File: src/rtl/data_mem_pkg.sv
// Shared types and default geometry for the CPU data memory.
package data_mem_pkg;

    // Sequencer states: sweeping the array with the clear value, or serving LDR/STR.
    typedef enum logic {
        CLEARING = 1'b0,
        READY    = 1'b1
    } mem_state_t;

    // Default datapath geometry: 8-bit words, 256 entries.
    localparam int DM_W = 8;
    localparam int DM_A = 8;

endpackage

File: src/rtl/data_mem_init_if.sv
// Load/store bus between the datapath (master) and the data memory (slave).
interface data_mem_init_if
    import data_mem_pkg::*;
#(
    parameter int W = DM_W,
    parameter int A = DM_A
);
    logic [W-1:0] data_to_write;
    logic [A-1:0] addr;
    logic         read_enabled;
    logic         write_enabled;
    logic         clear_req;
    logic [W-1:0] data_out;
    logic         read_valid;
    logic         busy;

    modport master (
        output data_to_write, addr, read_enabled, write_enabled, clear_req,
        input  data_out, read_valid, busy
    );

    modport slave (
        input  data_to_write, addr, read_enabled, write_enabled, clear_req,
        output data_out, read_valid, busy
    );
endinterface

File: src/rtl/data_mem_init.sv
// Single-port data memory with registered read and a clear sequencer that
// writes CLR_VAL to every entry after reset or on a software clear request.
module data_mem_init
    import data_mem_pkg::*;
#(
    parameter int           W       = DM_W,
    parameter int           A       = DM_A,
    parameter logic [W-1:0] CLR_VAL = '0
)
(
    input  logic              clk,
    input  logic              reset,
    data_mem_init_if.slave    bus
);

    localparam int           DEPTH     = 2**A;
    // Terminal address of the sweep; compared on A bits so the pointer only
    // returns to zero together with the move to READY.
    localparam logic [A-1:0] LAST_ADDR = {A{1'b1}};

    mem_state_t   state_reg, state_next;
    logic [A-1:0] clr_ptr_reg, clr_ptr_next;
    logic         busy_reg;
    logic [W-1:0] data_out_reg;
    logic         read_valid_reg;

    // Storage is intentionally not reset; the sequencer initialises it.
    logic [W-1:0] core [DEPTH];

    // Single write port, shared between the sweep and the store path.
    logic         mem_we;
    logic [A-1:0] mem_waddr;
    logic [W-1:0] mem_wdata;
    logic         rd_accept;

    // Next-state logic, clear pointer advance and write-port mux.
    always_comb begin
        state_next   = state_reg;
        clr_ptr_next = clr_ptr_reg;
        mem_we       = 1'b0;
        mem_waddr    = bus.addr;
        mem_wdata    = bus.data_to_write;
        rd_accept    = 1'b0;
        case (state_reg)
            CLEARING: begin
                // Requests and further clear pulses are ignored mid-sweep.
                mem_we       = 1'b1;
                mem_waddr    = clr_ptr_reg;
                mem_wdata    = CLR_VAL;
                clr_ptr_next = clr_ptr_reg + A'(1);
                if (clr_ptr_reg == LAST_ADDR) begin
                    state_next   = READY;
                    clr_ptr_next = '0;
                end
            end
            READY: begin
                if (bus.clear_req) begin
                    // A clear pulse wins over any load/store in the same cycle.
                    state_next   = CLEARING;
                    clr_ptr_next = '0;
                end else begin
                    mem_we    = bus.write_enabled;
                    rd_accept = bus.read_enabled;
                end
            end
        endcase
    end

    // Sequencer state, clear pointer and registered busy flag.
    always_ff @(posedge clk or posedge reset) begin
        if (reset) begin
            state_reg   <= CLEARING;
            clr_ptr_reg <= '0;
            busy_reg    <= 1'b1;
        end else begin
            state_reg   <= state_next;
            clr_ptr_reg <= clr_ptr_next;
            busy_reg    <= (state_next == CLEARING);
        end
    end

    // Registered read port; the array is sampled before this edge's write lands.
    always_ff @(posedge clk or posedge reset) begin
        if (reset) begin
            data_out_reg   <= '0;
            read_valid_reg <= 1'b0;
        end else if (rd_accept) begin
            data_out_reg   <= core[bus.addr];
            read_valid_reg <= 1'b1;
        end else begin
            read_valid_reg <= 1'b0;
        end
    end

    // Array write port.
    always_ff @(posedge clk) begin
        if (mem_we) begin
            core[mem_waddr] <= mem_wdata;
        end
    end

    assign bus.data_out   = data_out_reg;
    assign bus.read_valid = read_valid_reg;
    assign bus.busy       = busy_reg;

endmodule

File: src/flat_wrapper.sv
// flat-port wrapper written by rule: the top's interface ports become plain ports
module data_mem_init_flat import data_mem_pkg::*;
#(
    parameter int           W       = DM_W,
    parameter int           A       = DM_A,
    parameter logic [W-1:0] CLR_VAL = '0
)
  (clk, reset, bus_data_to_write, bus_addr, bus_read_enabled, bus_write_enabled, bus_clear_req, bus_data_out, bus_read_valid, bus_busy);
  data_mem_init_if #(.W(W), .A(A)) bus_i ();
  input  logic clk;
  input  logic reset;
  input wire logic [$bits(bus_i.data_to_write)-1:0] bus_data_to_write;
  input wire logic [$bits(bus_i.addr)-1:0] bus_addr;
  input wire logic [$bits(bus_i.read_enabled)-1:0] bus_read_enabled;
  input wire logic [$bits(bus_i.write_enabled)-1:0] bus_write_enabled;
  input wire logic [$bits(bus_i.clear_req)-1:0] bus_clear_req;
  output wire logic [$bits(bus_i.data_out)-1:0] bus_data_out;
  output wire logic [$bits(bus_i.read_valid)-1:0] bus_read_valid;
  output wire logic [$bits(bus_i.busy)-1:0] bus_busy;
  assign bus_i.data_to_write = bus_data_to_write;
  assign bus_i.addr = bus_addr;
  assign bus_i.read_enabled = bus_read_enabled;
  assign bus_i.write_enabled = bus_write_enabled;
  assign bus_i.clear_req = bus_clear_req;
  assign bus_data_out = bus_i.data_out;
  assign bus_read_valid = bus_i.read_valid;
  assign bus_busy = bus_i.busy;
  data_mem_init #(.W(W), .A(A), .CLR_VAL(CLR_VAL)) u_core (.clk(clk), .reset(reset), .bus(bus_i));
endmodule
File: config.mk
export PLATFORM = sky130hd
export DESIGN_NAME = data_mem_init_flat
export DESIGN_NICKNAME = d
export VERILOG_FILES = /design/src/rtl/data_mem_pkg.sv /design/src/rtl/data_mem_init_if.sv /design/src/rtl/data_mem_init.sv /design/src/flat_wrapper.sv
export SDC_FILE = /design/constraint.sdc
export NUM_CORES = 2
export LEC_CHECK = 0
export BUFFER_PORTS_ARGS = -buffer_cell sky130_fd_sc_hd__buf_2
export CAP_MARGIN = 10
export CORE_UTILIZATION = 40
export DETAILED_ROUTE_END_ITERATION = 12
export PLACE_DENSITY = 0.55
export SETUP_SLACK_MARGIN = 0.3
export SLEW_MARGIN = 40
export SYNTH_ARGS = -nofsm -noshare
export SYNTH_HDL_FRONTEND = slang
export SYNTH_SLANG_ARGS = --single-unit
File: constraint.sdc
create_clock -name clk -period 13.25 [get_ports clk]
set_input_delay 0.6625 -clock clk [delete_from_list [all_inputs] [get_ports clk]]
set_output_delay 0.6625 -clock clk [all_outputs]
set_load 0.1 [all_outputs]
==> flow_results.xml <==
<?xml version="1.0" encoding="UTF-8"?>
<metrics>
  <group name="cts">
    <metric name="clock_insertion_delay_worst_skew" unit="ps">860</metric>
    <metric name="cts_tree" unit="">done</metric>
    <metric name="cts_setup_buffers" unit="">0</metric>
    <metric name="cts.root.buffer_cell" unit="">sky130_fd_sc_hd__clkbuf_16</metric>
    <metric name="post_cts_gate_resize_count" unit="">0</metric>
    <metric name="cts.reportedPaths.clkPinSlew" unit="ps">60</metric>
    <metric name="clock_tree.htree_level_count" unit="">4</metric>
    <metric name="clock_path_buffers" unit="">3</metric>
    <metric name="hold_buffers" unit="">1</metric>
    <metric name="cts_inserted_buffers" unit="">208</metric>
    <metric name="clock_sinks" unit="">2067</metric>
  </group>
  <group name="synthesis">
    <metric name="seq_area_frac_synth" unit="">0.7663</metric>
    <metric name="synthesis.instances" unit="">4008</metric>
    <metric name="synth_seq_cells" unit="">2067</metric>
    <metric name="number_of_enable_flip_flop_cells_after_synthesis" unit="">2048</metric>
    <metric name="synthDistinctLibCells" unit="">69</metric>
    <metric name="postSynthNetCount" unit="">4030</metric>
    <metric name="post_synth_instance_area" unit="µm²">80880</metric>
    <metric name="syn_avg_cell_area" unit="µm²">20.18</metric>
    <metric name="synth_async_sr_flop_share" unit="">0.009192</metric>
    <metric name="dominant_register_cell_in_the_synthesized_netlist" unit="">sky130_fd_sc_hd__edfxtp_1</metric>
    <metric name="synth.yosys.warnings" unit="">0</metric>
  </group>
  <group name="setup_path">
    <metric name="cp_launch_type" unit="">primary input</metric>
    <metric name="timing_worst_setup_path_type" unit="">primary input to flop</metric>
    <metric name="worst_reg2reg_path_length_in_cells" unit="">6</metric>
    <metric name="critical_path_required" unit="ps">14050</metric>
    <metric name="cp.arrival" unit="ps">5770</metric>
    <metric name="crit_path_end_kind" unit="">flop</metric>
    <metric name="worst-path-max-fanout" unit="">87</metric>
  </group>
  <group name="global_route">
    <metric name="number_of_global_route_vias_before_repair" unit="">40680</metric>
    <metric name="grt_pass1_wl" unit="µm">329200</metric>
    <metric name="gr-usage-all-layers" unit="">0.2305</metric>
    <metric name="grt_max_degree" unit="">185</metric>
    <metric name="grt.overflow.total" unit="">0</metric>
    <metric name="grt_antenna_before_repair" unit="">8</metric>
  </group>
  <group name="finish">
    <metric name="finish.instance_area" unit="µm²">91420</metric>
    <metric name="fillers" unit="">17000</metric>
    <metric name="syn_to_final_growth" unit="%">13.04</metric>
    <metric name="final_cell_mix" unit="">sky130_fd_sc_hd__edfxtp_1, sky130_fd_sc_hd__mux4_2, sky130_fd_sc_hd__mux2i_1</metric>
    <metric name="most_frequent_standard_cell_in_the_layout_excluding_fill_and_tap_cells" unit="">sky130_fd_sc_hd__edfxtp_1</metric>
    <metric name="largest_register_ff_count" unit="">2048</metric>
    <metric name="nNetsFinal" unit="">4141</metric>
    <metric name="layout-drive-gt1-share" unit="">0.2570</metric>
  </group>
  <group name="routing">
    <metric name="first_iter_violations" unit="">5298</metric>
    <metric name="route.detailed.drc" unit="">0</metric>
    <metric name="drt-vias-per-instance" unit="">5.996</metric>
    <metric name="final_antenna_net_count" unit="">0</metric>
    <metric name="wl" unit="µm">236800</metric>
    <metric name="post_drt_wl_per_cell" unit="µm">34.02</metric>
    <metric name="vias" unit="">41740</metric>
    <metric name="dr.pass1.iters" unit="">5</metric>
  </group>
  <group name="sta">
    <metric name="finalHoldViolCount" unit="">0</metric>
    <metric name="aggregate_negative_setup_slack" unit="ps">0</metric>
    <metric name="max-slew-margin-rel" unit="">0.3003</metric>
    <metric name="layout_worst_path_cycle_share" unit="">0.3754</metric>
    <metric name="period_minus_slack" unit="ps">4974</metric>
    <metric name="grt_setup_unrepaired" unit="">no</metric>
    <metric name="fin_skew" unit="ps">51.88</metric>
    <metric name="timing.final.max_slew_violations" unit="">0</metric>
    <metric name="clock.fmax" unit="MHz">201.1</metric>
    <metric name="worst_tran_pin_value" unit="ps">1050</metric>
    <metric name="timing.final.setup_violations" unit="">0</metric>
  </group>
  <group name="pwr">
    <metric name="max-vdd-ir-drop" unit="mV">0.1631</metric>
    <metric name="power.static_leakage" unit="nW">28.88</metric>
    <metric name="power_density" unit="nW/µm²">156.5</metric>
    <metric name="total_power" unit="W">0.01431</metric>
  </group>
  <group name="worst_hold_path">
    <metric name="min-delay-path-class" unit="">primary input to flop</metric>
    <metric name="worst_hold_path.num_cells" unit="">2</metric>
  </group>
  <group name="floorplan">
    <metric name="die-width" unit="µm">451.7</metric>
    <metric name="design.portCount" unit="">31</metric>
    <metric name="dieArea" unit="µm²">204000</metric>
    <metric name="floorplan.die.height" unit="µm">451.7</metric>
    <metric name="initial_core_util" unit="">0.4038</metric>
    <metric name="fp-row-count" unit="">164</metric>
    <metric name="fp.coreArea" unit="µm²">200300</metric>
  </group>
  <group name="run_status">
    <metric name="status" unit="">completed</metric>
  </group>
  <group name="placement">
    <metric name="port_buffers" unit="">30</metric>
    <metric name="placement.cell_area" unit="µm²">84370</metric>
    <metric name="gpl.final_weighted_congestion" unit="">0.8630</metric>
    <metric name="place_hpwl" unit="µm">147300</metric>
  </group>
  <group name="flow_run">
    <metric name="max_cap_viol_count" unit="">0</metric>
  </group>
</metrics>
worst paths after layout:
path | startpoint | end | slack, ps
setup / recovery | bus_addr[1] | u_core.bus.data_out[2] | 8280
hold / removal | bus_clear_req | u_core.clr_ptr_reg[1] | 190
setup reg to reg | u_core.state_reg | u_core.core[239][0] | 9320
hold reg to reg | u_core.clr_ptr_reg[5] | u_core.clr_ptr_reg[5] | 610
max in group asynchronous | reset | u_core.clr_ptr_reg[4] | 12500
min in group asynchronous | reset | u_core.state_reg | 410
Yosys cell counts (13+ instances only):
| cell type | instances | area share |
|---|---|---|
| sky130_fd_sc_hd__o22ai_1 | 66 | 0.0051 |
| sky130_fd_sc_hd__nor3_1 | 26 | 0.0016 |
| sky130_fd_sc_hd__a31oi_1 | 20 | 0.0015 |
| sky130_fd_sc_hd__buf_2 | 59 | 0.0037 |
| sky130_fd_sc_hd__buf_8 | 14 | 0.0026 |
| sky130_fd_sc_hd__a21oi_1 | 47 | 0.0029 |
| sky130_fd_sc_hd__clkbuf_1 | 94 | 0.0044 |
| sky130_fd_sc_hd__buf_6 | 34 | 0.0047 |
| sky130_fd_sc_hd__o221ai_1 | 46 | 0.0050 |
| sky130_fd_sc_hd__edfxtp_1 | 2048 | 0.76 |
| sky130_fd_sc_hd__nor2_1 | 298 | 0.014 |
| sky130_fd_sc_hd__o21ai_0 | 52 | 0.0032 |
| sky130_fd_sc_hd__nand4_1 | 18 | 0.0014 |
| sky130_fd_sc_hd__a2111oi_0 | 13 | 0.0014 |
| sky130_fd_sc_hd__mux2i_1 | 231 | 0.029 |
| sky130_fd_sc_hd__nand2_1 | 139 | 0.0065 |
| sky130_fd_sc_hd__a221oi_1 | 27 | 0.0029 |
| sky130_fd_sc_hd__mux2_2 | 13 | 0.0018 |
| sky130_fd_sc_hd__a22oi_1 | 60 | 0.0056 |
| sky130_fd_sc_hd__nand3_1 | 62 | 0.0038 |
| sky130_fd_sc_hd__a211oi_1 | 24 | 0.0022 |
| sky130_fd_sc_hd__buf_4 | 37 | 0.0034 |
| sky130_fd_sc_hd__dfrtp_1 | 18 | 0.0056 |
| sky130_fd_sc_hd__and2_1 | 18 | 0.0014 |
| sky130_fd_sc_hd__mux4_2 | 392 | 0.11 |
| sky130_fd_sc_hd__mux4_1 | 14 | 0.0045 |
cells by family after synthesis:
family,count (synthesis),synth area share
buf+inv,257,0.01988
fa+ha+maj,1,0.0001547
xor+xnor,3,0.0003249
flops,2067,0.7663
mux,650,0.1441
compound gates,413,0.03599
simple gates,617,0.03323
worst max-delay path, cell delays in order:
cell and delay, ps:
sky130_fd_sc_hd__buf_8 430, sky130_fd_sc_hd__buf_4 640, sky130_fd_sc_hd__buf_12 490, sky130_fd_sc_hd__nand2b_2 410
sky130_fd_sc_hd__buf_4 360, sky130_fd_sc_hd__o221ai_1 290, sky130_fd_sc_hd__a31oi_1 310, sky130_fd_sc_hd__a32o_1 330
sky130_fd_sc_hd__nor4_1 750, sky130_fd_sc_hd__nor4b_1 500, sky130_fd_sc_hd__buf_4 200, sky130_fd_sc_hd__a221o_1 100
layer usage:
layer | vias up | wire [µm] | global-route usage
met5 | - | 41 | 0
met4 | 6 | 8571 | 0.07775
met3 | 411 | 19220 | 0.04435
met2 | 1907 | 110700 | 0.3591
met1 | 22550 | 98260 | 0.3260
li1 | 16870 | - | -
per-stage QoR:
stage,hold slack (ps),util,cells,setup WS (ps)
CTS,148.1,0.4550,6951,8536
global route,160.6,0.4564,6956,8399
floorplan,521.1,-,4008,7830
finish,192.4,0.4565,6961,8276
detailed placement,582.8,0.4213,6560,7668
global placement,572.7,0.4184,6553,7465
cell type report:
| cell class | count | area (µm²) | share of cell area |
|---|---|---|---|
| diodes | 6 | 15.01 | 0.0001642 |
| clock buffers | 259 | 5456 | 0.05968 |
| inverters | 10 | 41.29 | 0.0004516 |
| repair buffers | 148 | 1344 | 0.01470 |
| multi-input cells | 1684 | 17970 | 0.1966 |
| clock inverters | 131 | 1295 | 0.01417 |
| well taps | 2656 | 3323 | 0.03635 |
| flip-flops and latches | 2067 | 61980 | 0.6779 |
power by group:
group          internal [W]  switching, W
Sequential          0.00724     0.0000621
Combinational      0.000295      0.000875
Clock               0.00326       0.00257
Total                0.0108       0.00351
Note: power is estimated with default switching activity, not from simulation.
